**config.mk**
```make
export PLATFORM = sky130hd
export DESIGN_NAME = fft_frame_seq
export DESIGN_NICKNAME = d
export VERILOG_FILES = /design/src/rtl/fft_ctrl_pkg.sv /design/src/rtl/fft_frame_seq.sv
export SDC_FILE = /design/constraint.sdc
export NUM_CORES = 1
export LEC_CHECK = 0
export ABC_AREA = 1
export CAP_MARGIN = 40
export CORE_MARGIN = 4
export CORE_UTILIZATION = 39
export CTS_CLUSTER_DIAMETER = 80
export DETAILED_ROUTE_END_ITERATION = 10
export PLACE_DENSITY_LB_ADDON = 0.15
export SYNTH_ARGS = -nofsm -noshare
export SYNTH_HDL_FRONTEND = slang
export SYNTH_SLANG_ARGS = --single-unit
```
**constraint.sdc**
```tcl
create_clock -name clk -period 2 [get_ports clk]
set_input_delay 0.2 -clock clk [delete_from_list [all_inputs] [get_ports clk]]
set_output_delay 0.2 -clock clk [all_outputs]
set_load 0.02 [all_outputs]
```
**src/rtl/fft_ctrl_pkg.sv**
```systemverilog
// rtl/fft_ctrl_pkg.sv - shared types and helpers for the FFT frame sequencer
//
// Purpose: state encoding, drop-counter ceiling and bit-reversal helper used
//          by fft_frame_seq.
// Ports:   none (package)
package fft_ctrl_pkg;

   typedef enum logic [2:0] {
      FILL     = 3'd0,
      START    = 3'd1,
      COMPUTE  = 3'd2,
      STREAM   = 3'd3,
      WAIT_DEC = 3'd4
   } state_t;

   localparam logic [15:0] DROP_MAX = 16'hFFFF;

   // Reverses the low n bits of v; bits at and above n come back as zero.
   // Shifting the result left one bit per step avoids any negative index.
   function automatic logic [31:0] bitrev(input logic [31:0] v, input int n);
      logic [31:0] r;
      r = '0;
      for (int i = 0; i < 32; i++) begin
         if (i < n) begin
            r = {r[30:0], v[i]};
         end
      end
      return r;
   endfunction

endpackage

```
**src/rtl/fft_frame_seq.sv**
```systemverilog
// rtl/fft_frame_seq.sv - frame sequencer: fill RAM, run FFT, stream bins, latch frequency
//
// Purpose: collects FFT_SIZE samples into the FFT working RAM, kicks the FFT
//          core, streams the finished bins in natural order to the frequency
//          decoder with an unbroken valid, and latches the decoded frequency.
// Ports:
//   clk, reset                 clock, asynchronous active-high reset
//   sample_valid, sample       audio sample strobe and value
//   ram_we/ram_waddr/ram_wdata RAM write port ({real, imag})
//   ram_raddr, ram_rdata       RAM read port, data one cycle after address
//   fft_start, fft_complete    FFT core handshake pulses
//   bin_data, bin_valid        bin stream to the decoder
//   note_dec, dec_freq         decoder decision pulse and frequency
//   frequency, freq_valid      latched frequency and update pulse
//   dropped_cnt                saturating count of samples dropped outside FILL
//   timeout_err                sticky compute/decode timeout flag
module fft_frame_seq
   import fft_ctrl_pkg::*;
#(
   parameter int BIT_WIDTH = 16,
   parameter int N         = 9,
   parameter int FFT_SIZE  = 512,
   parameter int BITREV    = 1,
   parameter int TIMEOUT   = 65535
) (
   input  logic                   clk,
   input  logic                   reset,
   input  logic                   sample_valid,
   input  logic [BIT_WIDTH-1:0]   sample,
   output logic                   ram_we,
   output logic [N-1:0]           ram_waddr,
   output logic [2*BIT_WIDTH-1:0] ram_wdata,
   output logic [N-1:0]           ram_raddr,
   input  logic [2*BIT_WIDTH-1:0] ram_rdata,
   output logic                   fft_start,
   input  logic                   fft_complete,
   output logic [2*BIT_WIDTH-1:0] bin_data,
   output logic                   bin_valid,
   input  logic                   note_dec,
   input  logic [11:0]            dec_freq,
   output logic [11:0]            frequency,
   output logic                   freq_valid,
   output logic [15:0]            dropped_cnt,
   output logic                   timeout_err
);

   localparam logic [N-1:0]  LAST_ADDR = N'(FFT_SIZE - 1);
   localparam logic [15:0]   TIMER_MAX = 16'(TIMEOUT);

   state_t         state;
   state_t         state_next;
   logic [N-1:0]   wcnt;
   logic [N-1:0]   rcnt;
   logic [15:0]    timer;
   logic           timeout_hit;
   logic           data_phase;   // ram_rdata currently carries a streamed bin
   logic [N-1:0]   rd_addr;

   // ------------------------------------------------------------------
   // Next-state and combinational outputs
   // ------------------------------------------------------------------
   always_comb begin
      state_next  = state;
      ram_we      = 1'b0;
      fft_start   = 1'b0;
      timeout_hit = 1'b0;

      case (state)
         FILL: begin
            // Gated by reset so the write port is quiet while reset is held.
            ram_we = sample_valid & ~reset;
            if (sample_valid && wcnt == LAST_ADDR) begin
               state_next = START;
            end
         end
         START: begin
            fft_start  = 1'b1;
            state_next = COMPUTE;
         end
         COMPUTE: begin
            if (fft_complete) begin
               state_next = STREAM;
            end else if (timer == TIMER_MAX) begin
               timeout_hit = 1'b1;
               state_next  = FILL;
            end
         end
         STREAM: begin
            if (rcnt == LAST_ADDR) begin
               state_next = WAIT_DEC;
            end
         end
         WAIT_DEC: begin
            if (note_dec) begin
               state_next = FILL;
            end else if (timer == TIMER_MAX) begin
               timeout_hit = 1'b1;
               state_next  = FILL;
            end
         end
         default: begin
            state_next = FILL;
         end
      endcase
   end

   // Read address: natural bin order out of a bit-reversed result buffer.
   always_comb begin
      rd_addr = rcnt;
      if (BITREV != 0) begin
         rd_addr = N'(bitrev(32'(rcnt), N));
      end
   end

   assign ram_raddr = (state == STREAM) ? rd_addr : '0;
   assign ram_waddr = wcnt;
   assign ram_wdata = ram_we ? {sample, {BIT_WIDTH{1'b0}}} : '0;

   // Once the last bin has gone out, the decoder sees zero data with valid
   // still high until it decides.
   assign bin_data  = data_phase ? ram_rdata : '0;

   // ------------------------------------------------------------------
   // State register
   // ------------------------------------------------------------------
   always_ff @(posedge clk or posedge reset) begin
      if (reset) begin
         state <= FILL;
      end else begin
         state <= state_next;
      end
   end

   // ------------------------------------------------------------------
   // Counters and registered outputs
   // ------------------------------------------------------------------
   always_ff @(posedge clk or posedge reset) begin
      if (reset) begin
         wcnt        <= '0;
         rcnt        <= '0;
         timer       <= '0;
         data_phase  <= 1'b0;
         bin_valid   <= 1'b0;
         frequency   <= '0;
         freq_valid  <= 1'b0;
         dropped_cnt <= '0;
         timeout_err <= 1'b0;
      end else begin
         // Write counter wraps naturally at the end of a frame; a timeout
         // also forces the next frame to start at address 0.
         if (state == FILL && sample_valid) begin
            wcnt <= (wcnt == LAST_ADDR) ? '0 : wcnt + 1'b1;
         end else if (timeout_hit) begin
            wcnt <= '0;
         end

         if (state == STREAM) begin
            rcnt <= (rcnt == LAST_ADDR) ? '0 : rcnt + 1'b1;
         end else begin
            rcnt <= '0;
         end

         // Timer runs only in the two waiting states; START clears it for
         // COMPUTE and STREAM clears it for WAIT_DEC.
         if ((state == COMPUTE || state == WAIT_DEC) && timer != TIMER_MAX) begin
            timer <= timer + 1'b1;
         end else begin
            timer <= '0;
         end

         data_phase <= (state == STREAM);

         // Valid rises one cycle after the first address (RAM latency) and
         // stays up through WAIT_DEC until the decision or an abort.
         bin_valid <= (state == STREAM) ||
                      (state == WAIT_DEC && state_next == WAIT_DEC);

         freq_valid <= (state == WAIT_DEC) && note_dec;
         if (state == WAIT_DEC && note_dec) begin
            frequency <= dec_freq;
         end

         if (sample_valid && state != FILL && dropped_cnt != DROP_MAX) begin
            dropped_cnt <= dropped_cnt + 1'b1;
         end

         if (timeout_hit) begin
            timeout_err <= 1'b1;
         end
      end
   end

endmodule

```
==> qor.txt <==
Post-Route Hold Slack: 0.161 ns
insertion delay to the later sink of the worst-skew pair: 0.35 ns
crit path max fanout: 32
placement-stage cell area: 5830 sq um
layout overhead on the synthesized area: 46.5%
CP max stage cell: sky130_fd_sc_hd__clkdlybuf4s50_1
sequential cell area fraction in the yosys report: 0.421
die span in x: 111 um
Hold-fix buffers, CTS: 0
clock transition at the register clock pins on the worst setup and hold paths after CTS: 0.08 ns
number of warnings issued by yosys: 0
critical path required time: 1.80 ns
Critical Path AT: 1.68 ns
via count of the first global-routing pass: 4019
share of the synthesized area in the top cell type: 0.421
number of nets in the finished design: 837
Max-Cap Viols: 0
Unique masters post-synth: 29
peak supply drop: 0.000378 V
DP Wirelength: 8690 um
most frequent cell after synthesis: sky130_fd_sc_hd__nand2_1
number of DRC violations after detailed-routing iteration 0: 240
Achievable Freq: 0.533 GHz
Detailed Route WL: 11000 um
starting density of the core: 0.399
weighted congestion at the end of routability-driven global placement: 0.876
number of port buffers: 163
most frequently used flop master after synthesis: sky130_fd_sc_hd__dfrtp_1
class of the most critical setup path: flop to output port
Non-Filler Cell Area, Final: 6010 sq um
cell types with the highest counts after synthesis: 205 x sky130_fd_sc_hd__nand2_1, 94 x sky130_fd_sc_hd__inv_1, 84 x sky130_fd_sc_hd__nor2_1
maximum number of pins on one net before global-route repair: 59
antenna diode count: 0
skew final: 0.0123 ns
initial antenna violation count: 0
cell leakage power: 3.11 nW
number of standard-cell rows in the floorplan: 37
Bufs on Longest Clock Path: 2
count of TritonRoute iterations in the first routing pass: 4
Final Cycle Share: 0.939
PwrDens: 573 nW/um^2
number of routed nets with antenna violations: 0
total of flip-flops plus latches after synthesis: 69
root buffer cell: sky130_fd_sc_hd__clkbuf_8
share of async-settable or async-resettable flops after synthesis: 1.00
final number of hold-violating endpoints: 0
worst path setup slack after routing: 0.123 ns
CTS H-Tree Depth: 3
count of flip-flops with a built-in enable after synthesis: 0
setup repair after global routing missed its margin: false
clock tree from TritonCTS: yes
crit path time final: 1.88 ns
DRC violations left: 0
number of instances in the synthesized netlist: 598
Critical Path Sink Type: output port
most area-hungry cell type in the Yosys netlist: sky130_fd_sc_hd__dfrtp_1
Die Footprint: 12200 sq um
final setup violating endpoints: 0
overall via count from detail_route: 4173
clock buffer count from CTS: 9
Synth Area per Inst: 6.86 sq um
die height: 111 um
final cell count without fillers: 907
final slew viol count: 0
setup slack at placement: -0.00980 ns
Cells after DPL: 891
cells taking the most area after synthesis: sky130_fd_sc_hd__dfrtp_1 42%, sky130_fd_sc_hd__nand2_1 19%, sky130_fd_sc_hd__inv_1 8.6%, sky130_fd_sc_hd__nor2_1 7.7%, sky130_fd_sc_hd__nand3_1 4.0%
Filler cells: 953
Min-Delay Path Class: input pin to async pin
number of clock sinks: 69
crit-path cells: buf_6, nand2_1, inv_1, clkdlybuf4s50_1
netlist area before placement: 4100 sq um
overall fraction of global-route tracks in use: 0.179
Critical Path Max Stage Delay: 0.59 ns
first-pass GRT wire length: 18700 um
average detailed-routed wire length per instance: 12.2 um
Top-Level Pins: 180
ratio of cells with drive above 1 in the final layout: 0.0752
via/cell ratio: 4.60
element type at the critical path start: flop
run status: finished, final reports clean
GR Overflow Total: 0
area inside the core boundary: 10300 sq um
-- sequential cells by signal (all words and copies together), names as in the netlist --
signal	cells
state	3
dropped_cnt	16
frequency	12
ram_waddr	9
rcnt	9
bin_valid	1
data_phase	1
timeout_err	1
timer	16
freq_valid	1
-- placed cells by master, fill, tap and decap left out, types with 6 or more instances in the layout --
cell type and instances:
sky130_fd_sc_hd__nand2_1 205, sky130_fd_sc_hd__clkdlybuf4s50_1 135, sky130_fd_sc_hd__inv_1 93, sky130_fd_sc_hd__nor2_1 83
sky130_fd_sc_hd__dfrtp_1 69, sky130_fd_sc_hd__nand3_1 33, sky130_fd_sc_hd__o21ai_0 19, sky130_fd_sc_hd__conb_1 16
sky130_fd_sc_hd__clkbuf_2 11, sky130_fd_sc_hd__nor3_1 10, sky130_fd_sc_hd__clkbuf_8 10, sky130_fd_sc_hd__dlygate4sd2_1 10
sky130_fd_sc_hd__nand4_1 8, sky130_fd_sc_hd__a21oi_1 6, sky130_fd_sc_hd__xor2_1 6, sky130_fd_sc_hd__xnor2_1 6
sky130_fd_sc_hd__ha_1 6
-- cell type report --
type	count	area (sq um)	share of cell area
multi-input combinational	419	1890	0.315
sequential	69	1730	0.287
clock inverter	5	108	0.0179
inverter	98	370	0.0616
timing repair buffer	169	1600	0.266
clock buffer	11	141	0.0235
tap	136	170	0.0283
-- routing by layer --
metal,global-route usage,wire (um),vias up
li1,-,-,2111
met1,0.219,4890,1916
met2,0.313,5320,136
met3,0.0422,687,10
met4,0.0550,131,0
met5,0,0,-
-- worst max-delay path, delay by kind of cell, from the launching register on --
kind | cells | cell delay, ns
buffers and inverters | 3 | 0.88
flip-flops | 1 | 0.34
AND/OR/NAND/NOR | 1 | 0.12
-- stage by stage --
stage	setup TNS, ns	util	power, W
after floorplan	0	-	0.00181
after global placement	0	0.567	0.00208
after detailed placement	-0.00980	0.567	0.00209
after CTS	0	0.591	0.00350
after global routing	0	0.585	0.00359
final	0	0.585	0.00344
-- worst paths after layout --
kind,startpoint,end,slack [ns],depth (start not counted)
min in group clk,dec_freq[6],frequency[6],0.38,3
hold reg to reg,timer[0],timer[0],0.46,1
max in group asynchronous,reset,timer[14],1.24,3
setup reg to reg,rcnt[0],state[0],0.22,8
setup / recovery,data_phase,bin_data[17],0.12,4
hold / removal,reset,ram_waddr[2],0.16,2
-- cells by family (layout without fill, tap and decap cells) --
logic type / count (synthesis) / count (layout) / synth area share
AND/OR/NAND/NOR: 356 / 356 / 0.359
AO/OA/AOI/OAI: 29 / 29 / 0.0409
XOR/XNOR: 12 / 12 / 0.0256
other: 1 / 16 / 0.000914
adder cells (fa/ha/maj): 6 / 6 / 0.0183
buffers and inverters: 125 / 283 / 0.135
flip-flops: 69 / 69 / 0.421
-- power breakdown --
part	internal, W	switching, W
registers	0.00144	0.0000717
logic	0.000265	0.000260
clock network	0.000868	0.000535
total	0.00258	0.000866
-- repair_timing --
item | CTS | global route
resized for setup | 47 | 22
setup endpoints to repair | 26 | 41
pin swaps | 0 | 1
buffers inserted | 0 | 0
Note: power is estimated with default switching activity, not from simulation.
